## src/rtl/product_accumulator_if.sv

```systemverilog
// Product/result bundle between the serial multiplier, the accumulator and its consumer.
interface product_accumulator_if #(
    parameter int unsigned N_TERMS = 4,
    parameter int unsigned ACC_W   = 18
);
    localparam int unsigned CNT_W = $clog2(N_TERMS) + 1;

    logic [15:0]      Product;
    logic             Product_Valid;
    logic             clear;
    logic [ACC_W-1:0] Sum;
    logic             Sum_Valid;
    logic             Sum_Ready;
    logic             Overflow;
    logic [CNT_W-1:0] Term_Count;
    logic             Drop;

    // Producer/consumer side (testbench or surrounding logic)
    modport master (
        output Product, Product_Valid, clear, Sum_Ready,
        input  Sum, Sum_Valid, Overflow, Term_Count, Drop
    );

    // Accumulator side
    modport slave (
        input  Product, Product_Valid, clear, Sum_Ready,
        output Sum, Sum_Valid, Overflow, Term_Count, Drop
    );
endinterface

```

## src/rtl/product_accumulator.sv

```systemverilog
// Sums groups of N_TERMS products into a result held in a one-deep output slot.
// Accumulation never stalls: a group completing while the slot is still unaccepted is dropped.
module product_accumulator #(
    parameter int unsigned N_TERMS = 4,
    parameter int unsigned ACC_W   = 18
) (
    input logic                  clk,
    input logic                  rst,
    product_accumulator_if.slave bus
);
    localparam int unsigned CNT_W = $clog2(N_TERMS) + 1;
    localparam int unsigned EXT_W = ACC_W - 16;

    logic [ACC_W-1:0] acc, acc_next;
    logic [CNT_W-1:0] term_count, term_count_next;
    logic             ovf, ovf_next;
    logic [ACC_W-1:0] sum, sum_next;
    logic             sum_ovf, sum_ovf_next;
    logic             sum_valid, sum_valid_next;
    logic             drop, drop_next;

    logic [ACC_W-1:0] product_ext;
    logic [ACC_W:0]   add_full;
    logic             last_term;
    logic             slot_free;

    // Adder with carry out of the accumulator width
    always_comb begin
        product_ext = {{EXT_W{1'b0}}, bus.Product};
        add_full    = {1'b0, acc} + {1'b0, product_ext};
        last_term   = bus.Product_Valid && !bus.clear &&
                      (term_count == CNT_W'(N_TERMS - 1));
        slot_free   = !sum_valid || bus.Sum_Ready;
    end

    // Next-state for the accumulator and the output slot
    always_comb begin
        acc_next        = acc;
        term_count_next = term_count;
        ovf_next        = ovf;
        sum_next        = sum;
        sum_ovf_next    = sum_ovf;
        sum_valid_next  = sum_valid;
        drop_next       = 1'b0;

        // Acceptance empties the slot; a same-edge load below refills it
        if (sum_valid && bus.Sum_Ready) begin
            sum_valid_next = 1'b0;
        end

        if (bus.clear) begin
            // Restart; a product on the same edge becomes the first term
            acc_next        = bus.Product_Valid ? product_ext : '0;
            term_count_next = bus.Product_Valid ? CNT_W'(1) : '0;
            ovf_next        = 1'b0;
        end else if (last_term) begin
            acc_next        = '0;
            term_count_next = '0;
            ovf_next        = 1'b0;
            if (slot_free) begin
                sum_next       = add_full[ACC_W-1:0];
                sum_ovf_next   = ovf | add_full[ACC_W];
                sum_valid_next = 1'b1;
            end else begin
                drop_next = 1'b1;
            end
        end else if (bus.Product_Valid) begin
            acc_next        = add_full[ACC_W-1:0];
            term_count_next = term_count + CNT_W'(1);
            ovf_next        = ovf | add_full[ACC_W];
        end
    end

    // State registers, cleared asynchronously
    always_ff @(posedge clk or negedge rst) begin
        if (!rst) begin
            acc        <= '0;
            term_count <= '0;
            ovf        <= 1'b0;
            sum        <= '0;
            sum_ovf    <= 1'b0;
            sum_valid  <= 1'b0;
            drop       <= 1'b0;
        end else begin
            acc        <= acc_next;
            term_count <= term_count_next;
            ovf        <= ovf_next;
            sum        <= sum_next;
            sum_ovf    <= sum_ovf_next;
            sum_valid  <= sum_valid_next;
            drop       <= drop_next;
        end
    end

    assign bus.Sum        = sum;
    assign bus.Overflow   = sum_ovf;
    assign bus.Sum_Valid  = sum_valid;
    assign bus.Term_Count = term_count;
    assign bus.Drop       = drop;
endmodule

```

## src/flat_wrapper.sv

```systemverilog
// flat-port wrapper written by rule: the top's interface ports become plain ports
module product_accumulator_flat 
#(
    parameter int unsigned N_TERMS = 4,
    parameter int unsigned ACC_W   = 18
)
  (clk, rst, bus_Product, bus_Product_Valid, bus_clear, bus_Sum_Ready, bus_Sum, bus_Sum_Valid, bus_Overflow, bus_Term_Count, bus_Drop);
  product_accumulator_if #(.N_TERMS(N_TERMS), .ACC_W(ACC_W)) bus_i ();
  input logic clk;
  input logic rst;
  input wire logic [$bits(bus_i.Product)-1:0] bus_Product;
  input wire logic [$bits(bus_i.Product_Valid)-1:0] bus_Product_Valid;
  input wire logic [$bits(bus_i.clear)-1:0] bus_clear;
  input wire logic [$bits(bus_i.Sum_Ready)-1:0] bus_Sum_Ready;
  output wire logic [$bits(bus_i.Sum)-1:0] bus_Sum;
  output wire logic [$bits(bus_i.Sum_Valid)-1:0] bus_Sum_Valid;
  output wire logic [$bits(bus_i.Overflow)-1:0] bus_Overflow;
  output wire logic [$bits(bus_i.Term_Count)-1:0] bus_Term_Count;
  output wire logic [$bits(bus_i.Drop)-1:0] bus_Drop;
  assign bus_i.Product = bus_Product;
  assign bus_i.Product_Valid = bus_Product_Valid;
  assign bus_i.clear = bus_clear;
  assign bus_i.Sum_Ready = bus_Sum_Ready;
  assign bus_Sum = bus_i.Sum;
  assign bus_Sum_Valid = bus_i.Sum_Valid;
  assign bus_Overflow = bus_i.Overflow;
  assign bus_Term_Count = bus_i.Term_Count;
  assign bus_Drop = bus_i.Drop;
  product_accumulator #(.N_TERMS(N_TERMS), .ACC_W(ACC_W)) u_core (.clk(clk), .rst(rst), .bus(bus_i));
endmodule
```

## config.mk

```make
export PLATFORM = sky130hd
export DESIGN_NAME = product_accumulator_flat
export DESIGN_NICKNAME = d
export VERILOG_FILES = /design/src/rtl/product_accumulator_if.sv /design/src/rtl/product_accumulator.sv /design/src/flat_wrapper.sv
export SDC_FILE = /design/constraint.sdc
export NUM_CORES = 1
export LEC_CHECK = 0
export CAP_MARGIN = 0
export CORE_MARGIN = 5
export CORE_UTILIZATION = 30
export DETAILED_ROUTE_END_ITERATION = 10
export PLACE_DENSITY = 0.49
export SLEW_MARGIN = 20
export SYNTH_ARGS = -nofsm -noshare
export SYNTH_HDL_FRONTEND = slang
export SYNTH_SLANG_ARGS = --single-unit
```

## constraint.sdc

```tcl
create_clock -name clk -period 3.9 [get_ports clk]
set_input_delay 1.17 -clock clk [delete_from_list [all_inputs] [get_ports clk]]
set_output_delay 1.17 -clock clk [all_outputs]
set_load 0.01 [all_outputs]
```

Word-level counts from Yosys, hierarchy flattened --
Cells that the tools add are included.
Operators by class: add/sub/neg operators 2, equality and inequality tests 1, multiplexer cells 18, bitwise logic cells 2, reduce and logical (&&, ||, !) cells 8
Operators by type and width (count):
- two-way mux 18 bit | 3
- adder 18 x 16 -> 19 bit | 1
- two-way mux 16 bit | 1
- two-way mux 1 bit | 11
- two-way mux 3 bit | 3
- adder 3 x 1 -> 3 bit, second input constant | 1
- == test 3 x 2 -> 1 bit, second input constant | 1
- logical AND 1 bit | 3
- AND reduction 3 bit | 1
- nonzero test 3 bit | 1
- zero test 1 bit | 2
- logical OR 1 bit | 1
- inverter 1 bit | 1
- OR 1 bit | 1
Storage, ports and cells: register bits 43, input port bits 21, logic and storage cells 38

Longest topological paths before layout --
Gate-level depths: netlist of the first run.
depth after elaboration 5, depth in mapped cells 9, gate-level depth less buffers 9

Least setup slack after synthesis of the first run --
OpenSTA, ideal clock, no wires.
kind input to register, start point input bus_Product[0], end point register u_core.acc[16], arrival 2.823 ns, data required time 3.766 ns, path slack 0.943 ns, stages on the path 9, buffers on the path 0, cell sequence ha_1 -> inv_1 -> fa_1 -> nand2b_1 -> a211oi_1 -> nor3_2 -> o31ai_4 -> or3b_1 -> a31oi_1
Between the ends: longest elaborated chain between the ends 4
RTL lines:
- from (decl) | line flat_wrapper.sv:11 | input wire logic [$bits(bus_i.Product)-1:0] bus_Product;
- adder 18 x 16 -> 19 bit | line product_accumulator.sv:30 | add_full = {1'b0, acc} + {1'b0, product_ext};
- two-way mux 18 bit | line product_accumulator.sv:67 | end else if (bus.Product_Valid) begin
- two-way mux 18 bit | line product_accumulator.sv:56 | end else if (last_term) begin
- two-way mux 18 bit | line product_accumulator.sv:51 | if (bus.clear) begin
- to (signal assigned) | line product_accumulator.sv:85 | acc <= acc_next;
- to (decl) | line product_accumulator.sv:14 | logic [ACC_W-1:0] acc, acc_next;
No other way between the ends. The select of a mux whose other input is x is not followed. A chain may end at the register's enable or synchronous reset.

Worst setup path in the final report of the first run --
Ends and elaborated chain as after synthesis.

==> reports/metrics.yaml, run 1 <==
yosys:
  synth_cells: 279
  synth-compound-area-share: 0.254
  yosys.area_share.simple: 0.146
  synth_nets: 318
  synth_edf_count: 0
  async_flop_share: 1.00
  synth_warnings: 0
  synth_cell_types: 54
  synth_top_family_by_area: "compound AO/OA/AOI/OAI gates"
  yosys_register_bits: 43
  syn_area_sq_mm: 0.00265
  synthMuxAreaShare: 0.0297
  syn_avg_cell_area_sq_um: 9.50
  synthXorXnorAreaFrac: 0.0429
  yosys.area_share.adder: 0.0878
  yosys_most_used_dff: "dfrtp_1"
  ys_seq_area_frac: 0.406
drt:
  wl_per_cell_um: 16.5
  route.detailed.drc: 0
  ant_nets: 0
  drtIter0Drc: 107
  vias: 2245
  drt-vias-per-instance: 5.21
  drt-pass1-iter-count: 5
  wl_um: 7110
placement:
  gp_congestion: 0.807
  pre_cts_ws_ps: 220
  hpwl_um: 5330
  dp_cells: 423
  io_buffers: 44
timing:
  relSlewSlack: 0.597
  whs_ps: 485
  fin_setup_tns_ps: 0
  fin_ws_ps: 532
  worst_clock_skew_ps: 11.2
  tightest_slew_ps: 602
  hold_viol: 0
  rsz0062_at_grt: "false"
  finalCritPeriodShare: 0.864
  slew_violations: 0
  post-route-min-period_ps: 3370
  fmax_mhz: 297
  setup_viol: 0
clocking:
  clock_sinks: 43
  numCtsBuffers: 5
  post_cts_buffers: 0
  path_clk_slew_ps: 80
  ctsHoldBuffers: 0
  cts_max_level: 2
  cts_tree: "built"
  cts_max_path_buffers: 2
  ctsResizeCount: 0
  clock-root-buffer: "clkbuf_8"
  clock_latency_ps: 300
layout:
  stdcell_count: 431
  nNetsFinal: 361
  syn_to_final_growth_pct: 24.0
  diodes: 0
  fill_cells: 913
  drive_above_1_share: 0.0650
power:
  ir_drop_v: 0.000164
  powerDensity_mw_per_mm2: 508
  p_leak_nw: 1.47
min_path:
  hp-class: "register to register"
job:
  drv_cap: 0
global_routing:
  grt_pass1_vias: 2297
  groute.usage.overall: 0.136
  grt_pass1_wl_um: 12100
  antenna_found_initial: 0
  overflow: 0
  grt_start_max_net_pins: 44
critical_path:
  crit_arrival_ps: 3550
  crit_path_max_incr_delay_ps: 500
  crit_type: "input port to register"
  cp-start-kind: "input port"
  crit_buf_inv: 2
  cp-end-kind: "register"
  path_delay_family: "compound AO/OA/AOI/OAI gates"
  cp_max_fo: 5
  cp_slowest_cell: "clkdlybuf4s50_1"
  required_ps: 4080
  crit_chain: "clkdlybuf4s50_1 -> ha_1 -> inv_1 -> fa_1 -> nand2b_1 -> a211oi_1 -> nor3_2 -> o31ai_4 -> or3b_1 -> a31oi_1"
die:
  core_area_sq_mm: 0.00868
  die-area_sq_mm: 0.0108
  die_w_um: 104
  rows: 34
  die_h_um: 104
  io_pins: 45
  start_util: 0.306
run_status:
  outcome: "complete, no violations"
==> stage by stage <==
step | power (mW) | util | area, sq um
global route | 1.80 | 0.379 | 3290
detailed placement | 1.39 | 0.369 | 3200
floorplan | 1.08 | - | 2650
CTS | 1.69 | 0.379 | 3290
global placement | 1.39 | 0.369 | 3200
finish | 1.67 | 0.379 | 3290
==> final cells by class <==
type / count / area (sq um) / area share
timing repair buffer: 49 / 475 / 0.145
clock inverter: 1 / 5.00 / 0.00152
inverter: 9 / 33.8 / 0.0103
sequential: 43 / 1080 / 0.327
clock buffer: 7 / 76.3 / 0.0232
tap: 108 / 135 / 0.0411
multi-input combinational: 214 / 1490 / 0.452
==> worst reg2reg max path, stage by stage (launching register included) <==
cell and delay [ps]:
dfrtp_1 350, ha_1 160, inv_1 50, fa_1 400
nand2b_1 180, a211oi_1 350, nor3_2 140, o31ai_4 360
or3b_1 160, a31oi_1 80
==> path summary, 6_finish.rpt <==
path                                                startpoint                        endpoint  slack [ps]  depth (start not counted)
worst max-delay path                            bus_Product[0]      u_core.acc[16]$_DFFE_PN0P_         530                         10
worst min-delay path            u_core.bus.Sum[17]$_DFFE_PN0P_  u_core.bus.Sum[17]$_DFFE_PN0P_         490                          2
worst max register to register       u_core.acc[0]$_DFFE_PN0P_      u_core.acc[16]$_DFFE_PN0P_        1560                          9
worst min register to register  u_core.bus.Sum[17]$_DFFE_PN0P_  u_core.bus.Sum[17]$_DFFE_PN0P_         490                          2
max in group asynchronous                                  rst  u_core.bus.Sum[13]$_DFFE_PN0P_        2630                          1
min in group asynchronous                                  rst  u_core.bus.Sum[10]$_DFFE_PN0P_         860                          1
==> Yosys cell counts, drive strengths merged (5+ instances only) <==
| master | number | area [sq um] |
|---|---|---|
| a21o | 9 | 67.6 |
| a21oi | 13 | 68.8 |
| a22oi | 12 | 90.1 |
| and3 | 7 | 43.8 |
| buf | 6 | 28.8 |
| clkbuf | 7 | 26.3 |
| dfrtp | 43 | 1080 |
| ha | 17 | 213 |
| inv | 9 | 33.8 |
| mux2 | 7 | 78.8 |
| nand2 | 27 | 101 |
| nand3 | 7 | 35.0 |
| nand4 | 5 | 31.3 |
| nor2 | 12 | 45.0 |
| o211ai | 5 | 37.5 |
| o21ai | 30 | 150 |
| xnor2 | 7 | 61.3 |
| xor2 | 6 | 52.6 |
==> placed cells by master (no fill, tap or decap), types with 6 or more instances in the layout <==
master            n
clkdlybuf4s50_1  43
dfrtp_1          43
nand2_1          27
ha_1             17
o21ai_1          16
o21ai_0          14
nor2_1           12
a21oi_1          12
a22oi_1          12
inv_1             9
a21o_1            9
nand3_1           7
and3_1            7
xnor2_1           7
xor2_1            6
buf_4             6
==> layer usage <==
layer	global-route usage	wire (um)	share of wire	vias up
li1	-	-	-	1117
met1	0.186	3450	0.49	1071
met2	0.213	3240	0.46	47
met3	0.0298	294	0.041	10
met4	0.0426	126	0.018	0
met5	0	0	0	-
==> registers in the layout, summed over array words and instances (netlist names) <==
register / count
u_core.bus.Term_Count: 3
u_core.bus.Drop: 1
u_core.acc: 18
u_core.ovf: 1
u_core.bus.Overflow: 1
u_core.bus.Sum: 18
u_core.bus.Sum_Valid: 1
==> where the power goes <==
part           switching (mW)  internal, mW  leakage, nW  total (mW)
combinational           0.382         0.372        0.866       0.754
sequential             0.0648         0.559        0.560       0.624
clock                   0.165         0.126       0.0422       0.291
==> logic make-up (layout without fill, tap and decap cells) <==
group / Yosys count / after routing
XOR/XNOR: 13 / 13
AO/OA/AOI/OAI: 99 / 99
buffers and inverters: 22 / 66
multiplexers: 7 / 7
adder cells (fa/ha/maj): 18 / 18
AND/OR/NAND/NOR: 77 / 77
flip-flops: 43 / 43
(Power assumes the default switching activity.)
==> run 2, diff against run 1 <==
--- a/config.mk
+++ b/config.mk
@@ -6,7 +6,7 @@
 export NUM_CORES = 1
 export LEC_CHECK = 0
 export CAP_MARGIN = 0
-export CORE_MARGIN = 5
+export CORE_MARGIN = 2
 export CORE_UTILIZATION = 30
 export DETAILED_ROUTE_END_ITERATION = 10
 export PLACE_DENSITY = 0.49
==> run 2 against run 1 <==
  * Via count rose by 0.58%
  * Critical path depth did not move
  * Final cell count decreased by 0.23%
  * Global-route usage grew 1.9 points
  * Combinational power is essentially flat
  * Worst hold slack barely moved
  * Critical path type unchanged
  * Largest power group unchanged
  * Highest routed layer unchanged
==> reports/metrics.yaml, run 2 (synthesized netlist as in run 1, its figures left out) <==
timing:
  post-route-min-period_ps: 3320  # -49.8 ps
  relSlewSlack: 0.614  # +0.0168
  whs_ps: 485  # +0.258 ps
  finalCritPeriodShare: 0.851  # -0.0128
  tightest_slew_ps: 577  # -25.2 ps
  setup_viol: 0  # unchanged
  worst_clock_skew_ps: 10.0  # -1.16 ps
  fmax_mhz: 301  # +1.5%
  fin_setup_tns_ps: 0  # unchanged
  rsz0062_at_grt: "false"
  slew_violations: 0  # unchanged
  hold_viol: 0  # unchanged
drt:
  route.detailed.drc: 0  # unchanged
  wl_per_cell_um: 16.0  # -3.0%
  drt-vias-per-instance: 5.25  # +0.81%
  drt-pass1-iter-count: 4  # -1
  wl_um: 6890  # -3.2%
  drtIter0Drc: 114  # +6.5%
  vias: 2258  # +0.58%
  ant_nets: 0  # unchanged
clocking:
  clock_latency_ps: 300  # about the same
  post_cts_buffers: 0  # unchanged
  path_clk_slew_ps: 80  # about the same
  ctsHoldBuffers: 0  # unchanged
  cts_max_path_buffers: 2  # unchanged
  cts_max_level: 2  # unchanged
  clock_sinks: 43  # unchanged
  clock-root-buffer: "clkbuf_8"
  numCtsBuffers: 5  # unchanged
  ctsResizeCount: 0  # unchanged
  cts_tree: "built"
global_routing:
  grt_pass1_wl_um: 12100  # -0.51%
  antenna_found_initial: 0  # unchanged
  grt_pass1_vias: 2351  # +2.4%
  grt_start_max_net_pins: 44  # unchanged
  overflow: 0  # unchanged
  groute.usage.overall: 0.155  # +0.0189
placement:
  gp_congestion: 0.820  # +1.7%
  io_buffers: 44  # unchanged
  placed_cell_area_sq_mm: 0.00320  # unchanged
  hpwl_um: 5160  # -3.1%
critical_path:
  cp-end-kind: "register"
  cp-start-kind: "input port"
  required_ps: 4080  # about the same
  crit_type: "input port to register"
  crit_arrival_ps: 3490  # -60 ps
  cp_max_fo: 5  # unchanged
  regToRegSetupSlack_ps: 1600  # +40 ps
layout:
  final_area_sq_mm: 0.00331  # +0.65%
  mostFrequentLayoutCells: "43 x clkdlybuf4s50_1, 43 x dfrtp_1, 27 x nand2_1, 17 x ha_1, 16 x o21ai_1"
  fill_cells: 874  # -4.3%
  nNetsFinal: 361  # unchanged
  final_util: 0.383  # +0.00433
  diodes: 0  # unchanged
  syn_to_final_growth_pct: 24.8
  register_area_sq_mm: 0.00108  # unchanged
  drive_above_1_share: 0.0652  # +0.000202
  multi_input_area_sq_mm: 0.00149  # unchanged
die:
  die-area_sq_mm: 0.00961  # -11%
  core_area_sq_mm: 0.00864  # -0.49%
  die_h_um: 98.0  # -5.8%
  die_w_um: 98.0  # -5.8%
  rows: 34  # unchanged
  io_pins: 45  # unchanged
  start_util: 0.307  # +0.00150
run_status:
  outcome: "complete, no violations"
min_path:
  hp-class: "register to register"
power:
  powerDensity_mw_per_mm2: 521  # +2.6%
  total_power_mw: 1.72  # +3.3%
  ir_drop_v: 0.000184  # +12%
  p_leak_nw: 1.48  # +0.62%
job:
  drv_cap: 0  # unchanged
## run 2: changes by cell type in the layout (fill, tap and decap cells not counted), sizes merged
cell    change
clkinv      -1
clkbuf      -1
bufinv      +1
## run 2: worst paths after layout
| check | depth (start not counted) | to | from |
|---|---|---|---|
| max | 10 | u_core.acc[16]$_DFFE_PN0P_ | bus_Product[0] |
| min | 2 | u_core.bus.Sum[7]$_DFFE_PN0P_ | u_core.bus.Sum[7]$_DFFE_PN0P_ |
| max reg2reg | 9 | u_core.acc[16]$_DFFE_PN0P_ | u_core.acc[0]$_DFFE_PN0P_ |
| min reg2reg | 2 | u_core.bus.Sum[7]$_DFFE_PN0P_ | u_core.bus.Sum[7]$_DFFE_PN0P_ |
| max in group asynchronous | 1 | u_core.bus.Sum[13]$_DFFE_PN0P_ | rst |
| min in group asynchronous | 1 | u_core.bus.Sum[10]$_DFFE_PN0P_ | rst |
## run 2: cell type report
cell class,count,share of cell area
multi-input cells,214,0.449
inverters,9,0.0102
clock inverters,1,0.00907
flip-flops and latches,43,0.325
repair buffers,49,0.144
well taps,108,0.0408
clock buffers,6,0.0219
## run 2: where the power goes
part	switching [mW]	internal [mW]
clock	0.159	0.188
combinational	0.381	0.372
sequential	0.0654	0.559
## run 2: metal layers
layer / vias to the layer above / global-route usage / routed length, um
met3: 10 / 0.0229 / 176
li1: 1114 / - / -
met2: 44 / 0.252 / 3170
met4: 0 / 0.0427 / 103
met1: 1090 / 0.215 / 3440
met5: - / 0 / 0
## run 2: metrics by stage
stage               std cells  setup WS, ps
floorplan                 279           943
global placement          423           285
detailed placement        423           253
CTS                       430           569
global route              430           411
finish                    430           582
## run 2: worst max-delay path, stage by stage
cell	delay (ps)
clkdlybuf4s50_1	480
ha_1	170
inv_1	50
fa_1	390
nand2b_1	180
a211oi_1	320
nor3_2	130
o31ai_4	360
or3b_1	160
a31oi_1	70
==> run 3, diff against run 2 <==
--- a/config.mk
+++ b/config.mk
@@ -7,9 +7,9 @@
 export LEC_CHECK = 0
 export CAP_MARGIN = 0
 export CORE_MARGIN = 2
-export CORE_UTILIZATION = 30
+export CORE_UTILIZATION = 57
 export DETAILED_ROUTE_END_ITERATION = 10
-export PLACE_DENSITY = 0.49
+export PLACE_DENSITY = 0.84
 export SLEW_MARGIN = 20
 export SYNTH_ARGS = -nofsm -noshare
 export SYNTH_HDL_FRONTEND = slang
==> run 3 against run 2 <==
  * Critical path depth unchanged
  * Count of clock-buffer cells in the layout unchanged
  * Clock power down 19%
  * Fmax down 3.0%
==> reports/metrics.yaml, run 3 (synthesized netlist as in run 1, its figures left out) <==
critical_path:
  crit_arrival_ps: 3610  # +120 ps
  cp-start-kind: "input port"
  cp-end-kind: "register"
  crit_start: "bus_Product[0]"
  reg2reg_from: "u_core.acc[0]$_DFFE_PN0P_"
  required_ps: 4090  # about the same
  cp_max_fo: 5  # unchanged
  crit_type: "input port to register"
placement:
  hpwl_um: 4660  # -9.6%
  gp_congestion: 0.897  # +9.4%
  pre_cts_ws_ps: 225  # -28.3 ps
  io_buffers: 44  # unchanged
  dp_cells: 367  # -13%
die:
  io_pins: 45  # unchanged
  start_util: 0.601  # +0.294
  rows: 24  # -29%
  die-area_sq_mm: 0.00521  # -46%
  die_h_um: 72.2  # -26%
  die_w_um: 72.2  # -26%
  core_area_sq_mm: 0.00441  # -49%
layout:
  final_util: 0.729  # +0.346
  stdcell_count: 375  # -13%
  fill_cells: 343  # -61%
  mostFrequentLayoutCells: "43 x clkdlybuf4s50_1, 43 x dfrtp_1, 27 x nand2_1, 17 x ha_1, 16 x o21ai_1"
  drive_above_1_share: 0.0681  # +0.00289
  syn_to_final_growth_pct: 21.4
  diodes: 0  # unchanged
  nNetsFinal: 361  # unchanged
power:
  comb_power_share: 0.453  # +0.017
  power_frac_seq: 0.377  # +0.015
  p_int_mw: 1.06  # -5.6%
  switching_share: 0.364  # +0.0135
  p_switching_mw: 0.606  # about the same
  p_leak_nw: 1.47  # -0.74%
  powerDensity_mw_per_mm2: 516  # -0.92%
  power_frac_clock: 0.170  # -0.031
  ir_drop_v: 0.000325  # +76%
global_routing:
  grt_start_max_net_pins: 44  # unchanged
  groute.usage.overall: 0.267  # +0.112
  grt_pass1_wl_um: 10800  # -11%
  overflow: 0  # unchanged
  antenna_found_initial: 0  # unchanged
  grt_pass1_vias: 2287  # -2.7%
drt:
  drt-pass1-iter-count: 5  # +1
  vias: 2312  # +2.4%
  drt-vias-per-instance: 6.17  # +17%
  ant_nets: 0  # unchanged
  wl_per_cell_um: 17.0  # +6.2%
  drtIter0Drc: 162  # +42%
  wl_um: 6380  # -7.4%
  route.detailed.drc: 0  # unchanged
timing:
  fin_setup_tns_ps: 0  # unchanged
  relSlewSlack: 0.380  # -0.234
  worst_clock_skew_ps: 2.69  # -7.33 ps
  setup_viol: 0  # unchanged
  hold_viol: 0  # unchanged
  fin_ws_ps: 479  # -103 ps
  rsz0062_at_grt: "false"
  fmax_mhz: 292  # -3.0%
  post-route-min-period_ps: 3420  # +103 ps
  tightest_slew_ps: 930  # +353 ps
  slew_violations: 0  # unchanged
  finalCritPeriodShare: 0.877  # +0.0263
clocking:
  cts_max_level: 2  # unchanged
  ctsResizeCount: 0  # unchanged
  cts_max_path_buffers: 2  # unchanged
  clock_sinks: 43  # unchanged
  clock_latency_ps: 300  # about the same
  path_clk_slew_ps: 80  # about the same
  numCtsBuffers: 5  # unchanged
  post_cts_buffers: 0  # unchanged
  ctsHoldBuffers: 0  # unchanged
  clock-root-buffer: "clkbuf_8"
  cts_tree: "built"
run_status:
  outcome: "complete, no violations"
min_path:
  hp-start: "u_core.bus.Sum[17]$_DFFE_PN0P_"
  hp-class: "register to register"
job:
  drv_cap: 0  # unchanged
## run 3: cell types whose count changed in the layout (fill, tap and decap cells not counted), sizes merged
cell	delta
bufinv	-1
clkinv	+1
clkinvlp	+1
## run 3: path summary, 6_finish.rpt
| check | end | cells after the start | slack, ps |
|---|---|---|---|
| min in group asynchronous | u_core.bus.Sum[5]$_DFFE_PN0P_ | 1 | 1000 |
| hold / removal | u_core.bus.Sum[17]$_DFFE_PN0P_ | 2 | 480 |
| max in group asynchronous | u_core.bus.Sum[12]$_DFFE_PN0P_ | 1 | 2310 |
| setup / recovery | u_core.bus.Sum[16]$_DFFE_PN0P_ | 10 | 480 |
| hold reg to reg | u_core.bus.Sum[17]$_DFFE_PN0P_ | 2 | 480 |
| setup reg to reg | u_core.bus.Sum[16]$_DFFE_PN0P_ | 9 | 1480 |
## run 3: worst max-delay path: stages
cell and delay [ps]:
clkdlybuf4s50_1 480, ha_1 180, inv_1 60, fa_1 390, nand2b_1 180, a211oi_1 370, nor3_2 140, o31ai_4 380
xnor2_1 180, o21ai_1 70
## run 3: layer usage
metal  part of all wire  global-route usage  vias to the layer above
li1                   -                   -                     1123
met1               0.46               0.362                     1067
met2               0.45               0.429                      107
met3              0.075              0.0514                       15
met4              0.017              0.0943                        0
met5                  0                   0                        -
## run 3: final cells by class
| type | count | area (sq um) | share of cell area |
|---|---|---|---|
| repair buffers | 49 | 473 | 0.147 |
| well taps | 52 | 65.1 | 0.0202 |
| clock buffers | 6 | 72.6 | 0.0225 |
| clock inverters | 2 | 12.5 | 0.00389 |
| multi-input cells | 214 | 1490 | 0.462 |
| flip-flops and latches | 43 | 1080 | 0.334 |
| inverters | 9 | 33.8 | 0.0105 |
## run 3: power by group through the flow
| stage | clock network [mW] | logic [mW] | registers, mW |
|---|---|---|---|
| 6_report | 0.282 | 0.753 | 0.627 |
| 3_5_place_dp | 0 | 0.746 | 0.635 |
| 4_1_cts | 0.286 | 0.750 | 0.628 |
| 2_1_floorplan | 0 | 0.419 | 0.661 |
| 5_1_grt | 0.307 | 0.830 | 0.643 |
| 3_3_place_gp | 0 | 0.733 | 0.627 |
## run 3: per-stage QoR
step                      instance area, sq um  power (mW)  hold slack, ps
after floorplan                           2650        1.08             456
after global placement                    3130        1.36             463
after detailed placement                  3130        1.38             467
after CTS                                 3220        1.66             486
after global routing                      3220        1.78             517
final                                     3220        1.66             480
